[config.mk]
export PLATFORM = sky130hd
export DESIGN_NAME = csa_seq_ctrl
export DESIGN_NICKNAME = d
export VERILOG_FILES = /design/src/rtl/csa_seq_ctrl.sv
export SDC_FILE = /design/constraint.sdc
export NUM_CORES = 1
export LEC_CHECK = 0
export BUFFER_PORTS_ARGS = -buffer_cell sky130_fd_sc_hd__buf_2
export CORE_ASPECT_RATIO = 2
export CORE_MARGIN = 3
export CORE_UTILIZATION = 55
export CTS_BUF_LIST = sky130_fd_sc_hd__clkbuf_8 sky130_fd_sc_hd__clkbuf_16
export DETAILED_ROUTE_END_ITERATION = 7
export PLACE_DENSITY = 0.86
export SYNTH_ARGS = -nofsm -noshare
export SYNTH_HDL_FRONTEND = slang
export SYNTH_SLANG_ARGS = --single-unit
export TNS_END_PERCENT = 10
[constraint.sdc]
create_clock -name clk -period 3.3 [get_ports clk]
set_input_delay 0.165 -clock clk [delete_from_list [all_inputs] [get_ports clk]]
set_output_delay 0.165 -clock clk [all_outputs]
set_load 0.02 [all_outputs]
[src/rtl/csa_seq_ctrl.sv]
// ---------------------------------------------------------------------------
// csa
//   4-bit carry select adder. The low 2 bits ripple; the high 2 bits are
//   computed for both possible carries in parallel and the low-half carry
//   selects between them.
//   Ports:
//     a, b  - 4-bit addends
//     cin   - carry in
//     s     - 4-bit sum
//     cout  - carry out
// ---------------------------------------------------------------------------
module csa (
  input  logic [3:0] a,
  input  logic [3:0] b,
  input  logic       cin,
  output logic [3:0] s,
  output logic       cout
);

  logic [2:0] w_lo;
  logic [2:0] w_hi0;
  logic [2:0] w_hi1;
  logic       w_c2;

  always_comb begin
    w_lo  = {1'b0, a[1:0]} + {1'b0, b[1:0]} + {2'b00, cin};
    w_hi0 = {1'b0, a[3:2]} + {1'b0, b[3:2]};
    w_hi1 = {1'b0, a[3:2]} + {1'b0, b[3:2]} + 3'd1;
    w_c2  = w_lo[2];
    s     = {(w_c2 ? w_hi1[1:0] : w_hi0[1:0]), w_lo[1:0]};
    cout  = w_c2 ? w_hi1[2] : w_hi0[2];
  end

endmodule

// ---------------------------------------------------------------------------
// csa_seq_ctrl
//   Adds two WIDTH-bit operands one nibble per clock through a single csa
//   instance, LSB nibble first, rippling the carry through a register.
//   WIDTH must be a multiple of 4 and at least 4.
//   Ports:
//     clk    - rising-edge clock
//     rst    - synchronous active-high reset
//     start  - request, accepted only in IDLE or DONE
//     a, b   - operands, captured on an accepted start
//     cin    - carry in, captured on an accepted start
//     busy   - high while the nibble steps are running
//     done   - one-cycle pulse when s/cout hold a new result
//     s      - registered sum
//     cout   - registered final carry out
// ---------------------------------------------------------------------------
module csa_seq_ctrl #(
  parameter int WIDTH = 16
) (
  input  logic             clk,
  input  logic             rst,
  input  logic             start,
  input  logic [WIDTH-1:0] a,
  input  logic [WIDTH-1:0] b,
  input  logic             cin,
  output logic             busy,
  output logic             done,
  output logic [WIDTH-1:0] s,
  output logic             cout
);

  localparam int NIB = WIDTH / 4;
  localparam int IW  = (NIB > 1) ? $clog2(NIB) : 1;
  localparam logic [IW-1:0] LAST = IW'(NIB - 1);

  typedef enum logic [1:0] {
    IDLE = 2'd0,
    RUN  = 2'd1,
    DONE = 2'd2
  } state_t;

  state_t           r_state;
  logic [WIDTH-1:0] r_a;
  logic [WIDTH-1:0] r_b;
  logic [WIDTH-1:0] r_acc;
  logic             r_carry;
  logic [IW-1:0]    r_idx;
  logic             r_busy;
  logic             r_done;
  logic [WIDTH-1:0] r_s;
  logic             r_cout;

  logic [3:0]       w_a_nib;
  logic [3:0]       w_b_nib;
  logic [3:0]       w_s_nib;
  logic             w_cout_nib;
  logic [WIDTH-1:0] w_acc_next;

  // Nibble select by compare-per-slot rather than a computed part-select,
  // so the index width never has to match the operand bit-address width.
  always_comb begin
    w_a_nib = '0;
    w_b_nib = '0;
    for (int unsigned n = 0; n < NIB; n++) begin
      if (r_idx == IW'(n)) begin
        w_a_nib = r_a[4*n +: 4];
        w_b_nib = r_b[4*n +: 4];
      end
    end
  end

  csa u_csa (
    .a    (w_a_nib),
    .b    (w_b_nib),
    .cin  (r_carry),
    .s    (w_s_nib),
    .cout (w_cout_nib)
  );

  // Accumulator with the current nibble merged in; on the last step this is
  // the complete sum and is what lands in s.
  always_comb begin
    w_acc_next = r_acc;
    for (int unsigned n = 0; n < NIB; n++) begin
      if (r_idx == IW'(n)) begin
        w_acc_next[4*n +: 4] = w_s_nib;
      end
    end
  end

  always_ff @(posedge clk) begin
    if (rst) begin
      r_state <= IDLE;
      r_a     <= '0;
      r_b     <= '0;
      r_acc   <= '0;
      r_carry <= 1'b0;
      r_idx   <= '0;
      r_busy  <= 1'b0;
      r_done  <= 1'b0;
      r_s     <= '0;
      r_cout  <= 1'b0;
    end else begin
      case (r_state)
        IDLE, DONE: begin
          r_done <= 1'b0;
          if (start) begin
            r_a     <= a;
            r_b     <= b;
            r_carry <= cin;
            r_idx   <= '0;
            r_busy  <= 1'b1;
            r_state <= RUN;
          end else begin
            r_busy  <= 1'b0;
            r_state <= IDLE;
          end
        end
        RUN: begin
          r_acc   <= w_acc_next;
          r_carry <= w_cout_nib;
          if (r_idx == LAST) begin
            r_s     <= w_acc_next;
            r_cout  <= w_cout_nib;
            r_busy  <= 1'b0;
            r_done  <= 1'b1;
            r_state <= DONE;
          end else begin
            r_idx <= r_idx + 1'b1;
          end
        end
        default: begin
          r_busy  <= 1'b0;
          r_done  <= 1'b0;
          r_state <= IDLE;
        end
      endcase
    end
  end

  assign busy = r_busy;
  assign done = r_done;
  assign s    = r_s;
  assign cout = r_cout;

endmodule

==> results of run 1 <==
==> worst min-delay path by stage <==
stage,startpoint,to,slack [ps]
after floorplan,a[0],r_a[0],300
after global placement,b[10],r_b[10],410
after detailed placement,b[13],r_b[13],410
after CTS,a[5],r_a[5],40
after global routing,b[5],r_b[5],60
final,a[2],r_a[2],50
==> stage by stage <==
step,hold WS [ps],instances,utilization (%),power (uW),instance area (sq um)
4_1_cts,44.8,468,66.3,1810,3440
3_3_place_gp,406,452,62.4,1130,3230
3_5_place_dp,410,452,62.4,1130,3230
2_1_floorplan,301,362,-,1060,2980
6_report,54.5,468,66.5,1800,3450
5_1_grt,56.3,468,66.5,1860,3450
==> power by group through the flow <==
stage               registers, uW  clock network (uW)  logic [uW]
floorplan                     890                   0         173
global placement              895                   0         230
global route                  882                 715         268
detailed placement            897                   0         237
finish                        878                 683         241
CTS                           878                 691         238
==> layout by cell type (no fill, tap or decap) <==
| cell type | count |
|---|---|
| nand2_1 | 86 |
| dfxtp_1 | 68 |
| a21oi_1 | 59 |
| buf_2 | 54 |
| nor2_1 | 28 |
| mux2i_1 | 13 |
| a211oi_1 | 12 |
| inv_1 | 11 |
| clkbuf_8 | 11 |
| o21ai_0 | 8 |
| a22o_1 | 8 |
| buf_4 | 8 |
| a211o_1 | 6 |
| ha_1 | 5 |
| and3b_1 | 4 |
| nor3_1 | 4 |
| a21oi_2 | 3 |
| fa_1 | 3 |
| nand2b_1 | 2 |
| nand3_1 | 2 |
| o21a_1 | 2 |
| clkinv_2 | 2 |
| nor2b_2 | 1 |
| nand3b_2 | 1 |
| a21boi_0 | 1 |
| and3b_2 | 1 |
| a311oi_1 | 1 |
| nor3b_1 | 1 |
| or3b_1 | 1 |
| xnor2_2 | 1 |
| ha_2 | 1 |
| clkinvlp_4 | 1 |
| bufinv_16 | 1 |
==> flip-flops by register name, indices dropped and copies added, names as in the netlist <==
| register | cells |
|---|---|
| r_a | 16 |
| r_carry | 1 |
| busy | 1 |
| r_idx | 2 |
| cout | 1 |
| done | 1 |
| r_b | 16 |
| s | 16 |
| r_acc | 12 |
| r_state | 2 |
==> what timing repair did <==
action                                 CTS  global route
gates resized for setup                  0             2
endpoints found under the hold margin    0             0
hold buffers                             0             0
setup endpoints to repair                0            11
==> tightest hold or removal path, delay by kind of cell <==
kind                   cells  cell delay [ps]
and+or+nand+nor            1               50
AOI/OAI and AO/OA          1               50
buffers and inverters      1               90
==> metal layers <==
layer  track usage [%]  part of all wire, %  vias to the layer above
met5                 0                    0                        -
met4              12.1                  3.3                        0
met3              4.08                  5.3                       14
met2              37.8                   53                       73
met1              21.1                   39                     1189
li1                  -                    -                     1305
==> cells by family after synthesis <==
group | count (synthesis) | share of synthesized area [%]
compound gates | 100 | 20.3
xor+xnor | 1 | 0.294
fa+ha+maj | 9 | 4.53
buf+inv | 40 | 6.46
flops | 68 | 45.6
mux | 13 | 4.36
simple gates | 131 | 18.4
==> layout make-up <==
cell class / count / share of cell area (%)
multi-input combinational: 254 / 41.8
sequential: 68 / 39.5
tap: 58 / 2.11
timing repair buffer: 62 / 9.59
clock buffer: 11 / 4.39
inverter: 10 / 1.09
clock inverter: 5 / 1.49
==> flow_metrics.py, run 1 <==
metrics = {
    "power_and_ir_drop": {
        "p_sw_share_pct": 25.8,
        "comb_power_share_pct": 13.4,
        "p_leak_uw": 0.00141,
        "switching_power_uw": 465,
        "clkPwrFrac_pct": 37.9,
        "peakVddDrop_v": 0.000561,
        "seq_power_share_pct": 48.7,
        "intPower_uw": 1340,
        "power.density_nw_per_um2": 523,
    },
    "critical_path": {
        "cp.depth": 12,
        "timing.rr.start": "r_idx[0]",
        "start_kind": "flip-flop",
        "critPathTopFamily": "adder cells",
        "crit_slowest_cell": "ha_1",
        "cp-startpoint": "r_idx[0]",
        "rrSetupSlack_ps": 160,
        "cp_num_buf_inv": 3,
        "crit_fanout": 11,
        "cp_cell_sequence": "inv_1, ha_1, buf_4, nand2_1, o21ai_0, a22o_1, fa_1, ha_1, mux2i_1, buf_4, a211o_1, a21oi_1",
        "required_ps": 3570,
        "slowest_delay_ps": 440,
        "worstSetupPathType": "reg -> reg",
        "cp-endpoint": "s[11]",
        "r2r_end": "s[11]",
        "arrival_ps": 3410,
        "critPathCaptureType": "flip-flop",
        "reg2reg_depth": 12,
    },
    "logic_synthesis": {
        "synth_edf_count": 0,
        "synthTopCellsByArea": "dfxtp_1 46%, nand2_1 11%, a21oi_1 9.9%",
        "synth_top_area_share_pct": 45.6,
        "yosysMostFrequentCell": "nand2_1",
        "netlist_instances": 362,
        "synth_area_sq_um": 2980,
        "synth_warnings": 0,
        "synth_fp_nets": 407,
        "synthArstFlopShare_pct": 0,
        "ys.flop_type": "dfxtp_1",
        "yosys_register_bits": 68,
        "syn_area_per_cell_sq_um": 8.24,
        "yosysTopAreaCell": "dfxtp_1",
        "yosys.cell_types.count": 30,
        "ys_seq_area_share_pct": 45.6,
        "synth_common_cells": "86 x nand2_1, 68 x dfxtp_1, 59 x a21oi_1",
    },
    "cts": {
        "numCtsBuffers": 9,
        "insertion_delay_ps": 340,
        "path_clk_slew_ps": 70,
        "post-cts-setup-buffers": 0,
        "cts_tree": "built",
        "ctsHtreeMaxLevel": 3,
        "cts-root-buf": "clkbuf_8",
        "cts.sinks": 68,
        "clk_path_buf_depth": 2,
    },
    "timing": {
        "worst_slack_ps": 163,
        "min_period_ps": 3140,
        "skew_ps": 8.29,
        "rsz0062_at_grt": "false",
        "drv_slew": 0,
        "post-route-period-util_pct": 95.1,
        "max_freq_mhz": 319,
        "slew_headroom_pct": 45.4,
        "finalSetupViolCount": 0,
        "final_hold_viol_count": 0,
        "worst_pin_slew_ps": 818,
        "fin_setup_tns_ps": 0,
    },
    "detailed_routing": {
        "drt-pass1-iter-count": 5,
        "drt_iter0_drc": 94,
        "routedWlPerCell_microns": 13.6,
        "ant_nets": 0,
        "dr_total_vias": 2581,
        "drc_errors": 0,
        "vias_per_cell": 5.51,
        "drt_wl_total_mm": 6.38,
    },
    "cells_and_area": {
        "register_area_sq_um": 1360,
        "diodes": 0,
        "multiInputGateArea_sq_um": 1440,
        "fin_nets": 450,
        "drive_gt1_share_pct": 20.7,
        "area_growth_pct": 15.5,
        "layout.filler_cells": 428,
    },
    "hold_path": {
        "min_path_type": "in -> reg",
        "hold_depth": 3,
    },
    "placement": {
        "portBuffers": 54,
        "place.gp.congestion": 0.786,
        "dp_hpwl_mm": 4.61,
        "dp_slack_ps": 111,
    },
    "global_routing": {
        "grt_max_degree": 46,
        "antenna_found_initial": 0,
        "grtUsageTotal_pct": 20.7,
        "grt-ovfl-total": 0,
        "grt_pass1_vias": 2237,
        "grt_pass1_wl_mm": 9.96,
    },
    "floorplanning": {
        "dieArea_sq_um": 6400,
        "io_pins": 55,
        "die_h_microns": 110,
        "initial_utilization_pct": 57.5,
        "core_area_sq_um": 5180,
        "row_count": 37,
        "die_w_microns": 58.1,
    },
    "status": {
        "status": "complete, no violations",
    },
    "run": {
        "drv_cap": 0,
    },
}
Power figures use the tool's default switching activity.
==> inputs of run 2 (changes only) <==
--- a/config.mk
+++ b/config.mk
@@ -11,6 +11,7 @@
 export CORE_UTILIZATION = 55
 export CTS_BUF_LIST = sky130_fd_sc_hd__clkbuf_8 sky130_fd_sc_hd__clkbuf_16
 export DETAILED_ROUTE_END_ITERATION = 7
+export GPL_TIMING_DRIVEN = 0
 export PLACE_DENSITY = 0.86
 export SYNTH_ARGS = -nofsm -noshare
 export SYNTH_HDL_FRONTEND = slang
==> run 2 against run 1 <==
Compared with the run above: final cell count rose by 4.9%; clock-buffer cell count rose by 1; via count rose by 4.5%; critical endpoint is now s[7]; die area did not move; non-clock buffer count rose by 23; design area rose by 3.0%; register-to-register slack got worse by 70 ps; setup slack got worse by 66 ps; total power fell by 1.3%; clock skew fell by 2.4 ps; first-iteration DRC count rose by 3.2%; largest cell class unchanged.
==> flow_metrics.py, run 2 (synthesis results as in run 1) <==
metrics = {
    "status": {
        "status": "complete, no violations",
    },
    "power_and_ir_drop": {
        "fin_total_pwr_uw": 1780,
        "p_leak_uw": 0.00148,
        "power.density_nw_per_um2": 501,
        "peakVddDrop_v": 0.000419,
    },
    "floorplanning": {
        "row_count": 37,
        "die_w_microns": 58.1,
        "core_area_sq_um": 5180,
        "io_pins": 55,
        "initial_utilization_pct": 57.5,
        "dieArea_sq_um": 6400,
        "die_h_microns": 110,
    },
    "detailed_routing": {
        "ant_nets": 0,
        "drc_errors": 0,
        "dr_total_vias": 2697,
        "drt-pass1-iter-count": 4,
        "vias_per_cell": 5.49,
        "drt_wl_total_mm": 7.34,
        "drt_iter0_drc": 97,
        "routedWlPerCell_microns": 14.9,
    },
    "cts": {
        "cts-root-buf": "clkbuf_8",
        "holdBufCountCts": 0,
        "cts.sinks": 68,
        "clk_path_buf_depth": 2,
        "path_clk_slew_ps": 70,
        "cts_tree": "built",
        "ctsHtreeMaxLevel": 3,
        "numCtsBuffers": 9,
        "insertion_delay_ps": 350,
    },
    "global_routing": {
        "antenna_found_initial": 0,
        "grt_max_degree": 11,
        "grt_pass1_wl_mm": 11.9,
        "grt-ovfl-total": 0,
        "grtUsageTotal_pct": 25.1,
        "grt_pass1_vias": 2618,
    },
    "cells_and_area": {
        "mostFrequentLayoutCells": "86 x nand2_1, 67 x buf_2, 67 x dfxtp_1",
        "diodes": 0,
        "fin_nets": 473,
        "drive_gt1_share_pct": 23.1,
        "fin_cells": 491,
        "final_common_cell": "nand2_1",
        "area_growth_pct": 19.0,
        "layout.filler_cells": 449,
    },
    "critical_path": {
        "reg2reg_depth": 11,
        "critPathCaptureType": "flip-flop",
        "arrival_ps": 3410,
        "rrSetupSlack_ps": 100,
        "crit_slowest_cell": "fa_1",
        "crit_fanout": 10,
        "cp_num_buf_inv": 2,
        "start_kind": "flip-flop",
        "cp_cell_sequence": "inv_1, ha_1, buf_2, nand2_1, o21ai_0, a22o_1, fa_1, ha_1, mux2i_4, a211o_1, a21oi_1",
        "critPathTopFamily": "adder cells",
        "timing.rr.start": "r_idx[0]",
        "slowest_delay_ps": 450,
        "cp-startpoint": "r_idx[0]",
        "worst_path_most_repeated_cell": "ha_1",
        "r2r_end": "s[7]",
        "cp-endpoint": "s[7]",
        "cp.depth": 11,
        "worstSetupPathType": "reg -> reg",
        "required_ps": 3510,
    },
    "timing": {
        "post-route-period-util_pct": 97.1,
        "min_period_ps": 3200,
        "skew_ps": 5.86,
        "worst_pin_slew_ps": 588,
        "finalSetupViolCount": 0,
        "final_hold_viol_count": 0,
        "slew_headroom_pct": 60.8,
        "worst_slack_ps": 96.6,
        "timing.hold.ws_ps": 56.0,
        "drv_slew": 0,
        "max_freq_mhz": 312,
        "rsz0062_at_grt": "false",
    },
    "hold_path": {
        "min_path_type": "in -> reg",
        "min-delay-start": "a[3]",
    },
    "run": {
        "drv_cap": 0,
    },
    "placement": {
        "place.gp.congestion": 0.839,
        "dp_slack_ps": -152,
        "dp_hpwl_mm": 5.52,
        "placed_cells": 473,
        "portBuffers": 53,
    },
}
## run 2: per-layer routing
metal / track usage [%] / vias to the layer above / wire [microns] / part of all wire [%]
met4: 16.6 / 0 / 313 / 4.3
met1: 24.3 / 1251 / 2660 / 36
met3: 4.90 / 26 / 307 / 4.2
li1: - / 1348 / - / -
met5: 0 / - / 0 / 0
met2: 46.4 / 72 / 4060 / 55
## run 2: tightest hold or removal path, stage by stage
cell	delay (ps)
buf_2	90
nand2_1	40
a21oi_1	50
## run 2: final cells by class
cell class	instances	area, sq um	area share (%)
plain buffers	30	161	4.55
well taps	58	72.6	2.04
repair buffers	55	280	7.90
flip-flops and latches	68	1360	38.4
multi-input cells	254	1450	41.0
inverters	10	37.5	1.06
clock inverters	4	16.3	0.458
clock buffers	12	165	4.65
## run 2: report_power, final
group          leakage (uW)  total [uW]  internal (uW)  switching, uW
clock network      0.000106         621            325            296
registers          0.000555         876            856           19.9
logic              0.000823         281            115            167
## run 2: worst min-delay path by stage
stage	end	slack (ps)	cells past startpoint
finish	r_a[3]	60	3
global route	r_a[7]	50	3
CTS	r_b[10]	40	3
detailed placement	r_b[10]	410	3
global placement	r_b[10]	410	3
floorplan	r_a[0]	300	2
## run 2: metrics by stage
stage	cell area, sq um	TNS (ps)	util [%]
6_report	3550	0	68.5
5_1_grt	3550	0	68.5
4_1_cts	3520	0	67.9
3_5_place_dp	3320	-910	64.0
3_3_place_gp	3320	-152	64.0
2_1_floorplan	2980	0	-
## run 2: what timing repair did
action                     CTS  global route
setup endpoints to repair   11            19
pin swaps                    0             3
buffers inserted             0             2
resized for setup            3            10
==> inputs of run 3 (changes only) <==
--- a/config.mk
+++ b/config.mk
@@ -8,11 +8,11 @@
 export BUFFER_PORTS_ARGS = -buffer_cell sky130_fd_sc_hd__buf_2
 export CORE_ASPECT_RATIO = 2
 export CORE_MARGIN = 3
-export CORE_UTILIZATION = 55
-export CTS_BUF_LIST = sky130_fd_sc_hd__clkbuf_8 sky130_fd_sc_hd__clkbuf_16
+export CORE_UTILIZATION = 57
+export CTS_BUF_LIST = sky130_fd_sc_hd__clkbuf_4 sky130_fd_sc_hd__clkbuf_8
 export DETAILED_ROUTE_END_ITERATION = 7
 export GPL_TIMING_DRIVEN = 0
-export PLACE_DENSITY = 0.86
+export PLACE_DENSITY = 0.88
 export SYNTH_ARGS = -nofsm -noshare
 export SYNTH_HDL_FRONTEND = slang
 export SYNTH_SLANG_ARGS = --single-unit
==> run 3 against run 2 <==
Compared with the run above: sequential power barely moved; clock-buffer cell count rose by 3; sequential share of layout area fell by 0.081 points; register-to-register slack improved by 90 ps; final cell count fell by 0.41%.
==> flow_metrics.py, run 3 (synthesis results as in run 1) <==
metrics = {
    "detailed_routing": {
        "drt_iter0_drc": 93,
        "drt-pass1-iter-count": 4,
        "dr_total_vias": 2740,
        "ant_nets": 0,
        "routedWlPerCell_microns": 15.0,
        "drc_errors": 0,
        "vias_per_cell": 5.60,
        "drt_wl_total_mm": 7.35,
    },
    "cells_and_area": {
        "drive_gt1_share_pct": 23.8,
        "area_growth_pct": 19.3,
        "final_common_cell": "nand2_1",
        "fin_util_pct": 71.8,
        "fin_nets": 472,
        "layout.filler_cells": 424,
        "fin_cells": 489,
        "mostFrequentLayoutCells": "86 x nand2_1, 67 x dfxtp_1, 66 x buf_2",
        "design_area_sq_um": 3560,
        "diodes": 0,
    },
    "power_and_ir_drop": {
        "clkPwrFrac_pct": 36.3,
        "comb_power_share_pct": 15.3,
        "peakVddDrop_v": 0.000490,
        "intPower_uw": 1330,
        "seq_power_share_pct": 48.3,
        "switching_power_uw": 486,
        "p_sw_share_pct": 26.8,
        "p_leak_uw": 0.00148,
        "power.density_nw_per_um2": 510,
    },
    "critical_path": {
        "arrival_ps": 3330,
        "worstSetupPathType": "reg -> reg",
        "crit_fanout": 10,
        "required_ps": 3520,
        "critPathCaptureType": "flip-flop",
        "start_kind": "flip-flop",
    },
    "global_routing": {
        "grt_max_degree": 11,
        "antenna_found_initial": 0,
        "grt.met1_usage_pct": 22.6,
        "grt_pass1_vias": 2715,
        "grt_busiest_layer": "met2",
        "grt-ovfl-total": 0,
        "grtUsageTotal_pct": 25.3,
        "grt_pass1_wl_mm": 11.8,
        "grt_util_met3_pct": 7.05,
        "grt_use_met2_pct": 46.1,
    },
    "floorplanning": {
        "core_area_sq_um": 4950,
        "die_h_microns": 108,
        "row_count": 36,
        "initial_utilization_pct": 60.2,
        "io_pins": 55,
        "dieArea_sq_um": 6190,
        "die_w_microns": 57.2,
    },
    "cts": {
        "insertion_delay_ps": 360,
        "clk_path_buf_depth": 2,
        "ctsHtreeMaxLevel": 3,
        "cts.sinks": 68,
        "cts-root-buf": "clkbuf_8",
        "holdBufCountCts": 0,
        "path_clk_slew_ps": 70,
        "numCtsBuffers": 9,
        "cts_tree": "built",
    },
    "hold_path": {
        "min_path_type": "in -> reg",
    },
    "timing": {
        "rsz0062_at_grt": "false",
        "drv_slew": 0,
        "post-route-period-util_pct": 94.4,
        "final_hold_viol_count": 0,
        "fin_setup_tns_ps": 0,
        "finalSetupViolCount": 0,
        "worst_pin_slew_ps": 538,
        "timing.hold.ws_ps": 46.0,
        "min_period_ps": 3110,
        "max_freq_mhz": 321,
        "skew_ps": 5.78,
        "slew_headroom_pct": 64.1,
    },
    "placement": {
        "placed_cells": 472,
        "portBuffers": 53,
        "place.gp.congestion": 0.860,
        "dp_hpwl_mm": 5.52,
        "place_area_sq_um": 3320,
    },
    "status": {
        "status": "complete, no violations",
    },
    "run": {
        "drv_cap": 0,
    },
}
==> run 3: cell type report <==
type / instances / area (sq um) / share of cell area, %
clock inverters: 1 / 5.00 / 0.141
plain buffers: 30 / 164 / 4.61
inverters: 10 / 37.5 / 1.06
repair buffers: 54 / 273 / 7.67
clock buffers: 15 / 188 / 5.28
flip-flops and latches: 68 / 1360 / 38.3
multi-input cells: 254 / 1460 / 40.9
well taps: 57 / 71.3 / 2.00
==> run 3: final timing paths <==
kind | cells after the start | endpoint | slack [ps] | startpoint
setup / recovery | 12 | s[7] | 190 | r_idx[1]
hold / removal | 3 | r_b[10] | 50 | b[10]
setup reg to reg | 12 | s[7] | 190 | r_idx[1]
hold reg to reg | 2 | s[11] | 460 | s[11]
==> run 3: layer usage <==
metal	wire [microns]	up-vias
li1	-	1353
met1	2550	1268
met2	3950	91
met3	426	28
met4	414	0
met5	0	-
==> run 3: through the flow <==
step	power [uW]	setup slack (ps)
after global placement	1130	-26.1
final	1810	186
after CTS	1810	75.5
after floorplan	1060	380
after global routing	1880	27.2
after detailed placement	1150	-185
==> run 3: power groups by stage <==
stage	sequential [uW]	combinational [uW]	clock (uW)
after floorplan	890	173	0
after global placement	892	242	0
after detailed placement	894	253	0
after CTS	876	268	661
after global routing	880	304	693
final	876	278	659
==> run 3: worst max-delay path: stages, from the launching register on <==
cell and delay (ps):
dfxtp_2 360, inv_1 70, ha_1 260, buf_4 210
a21oi_1 150, o21ai_1 120, a22o_1 200, ha_1 200
fa_1 540, ha_1 360, mux2i_4 290, a211o_1 180
a21oi_1 50
==> run 3: what timing repair did <==
action | in CTS | in global routing
buffers inserted | 0 | 1
gates resized for setup | 3 | 13
hold endpoints to repair | 0 | 0
setup endpoints to repair | 10 | 11
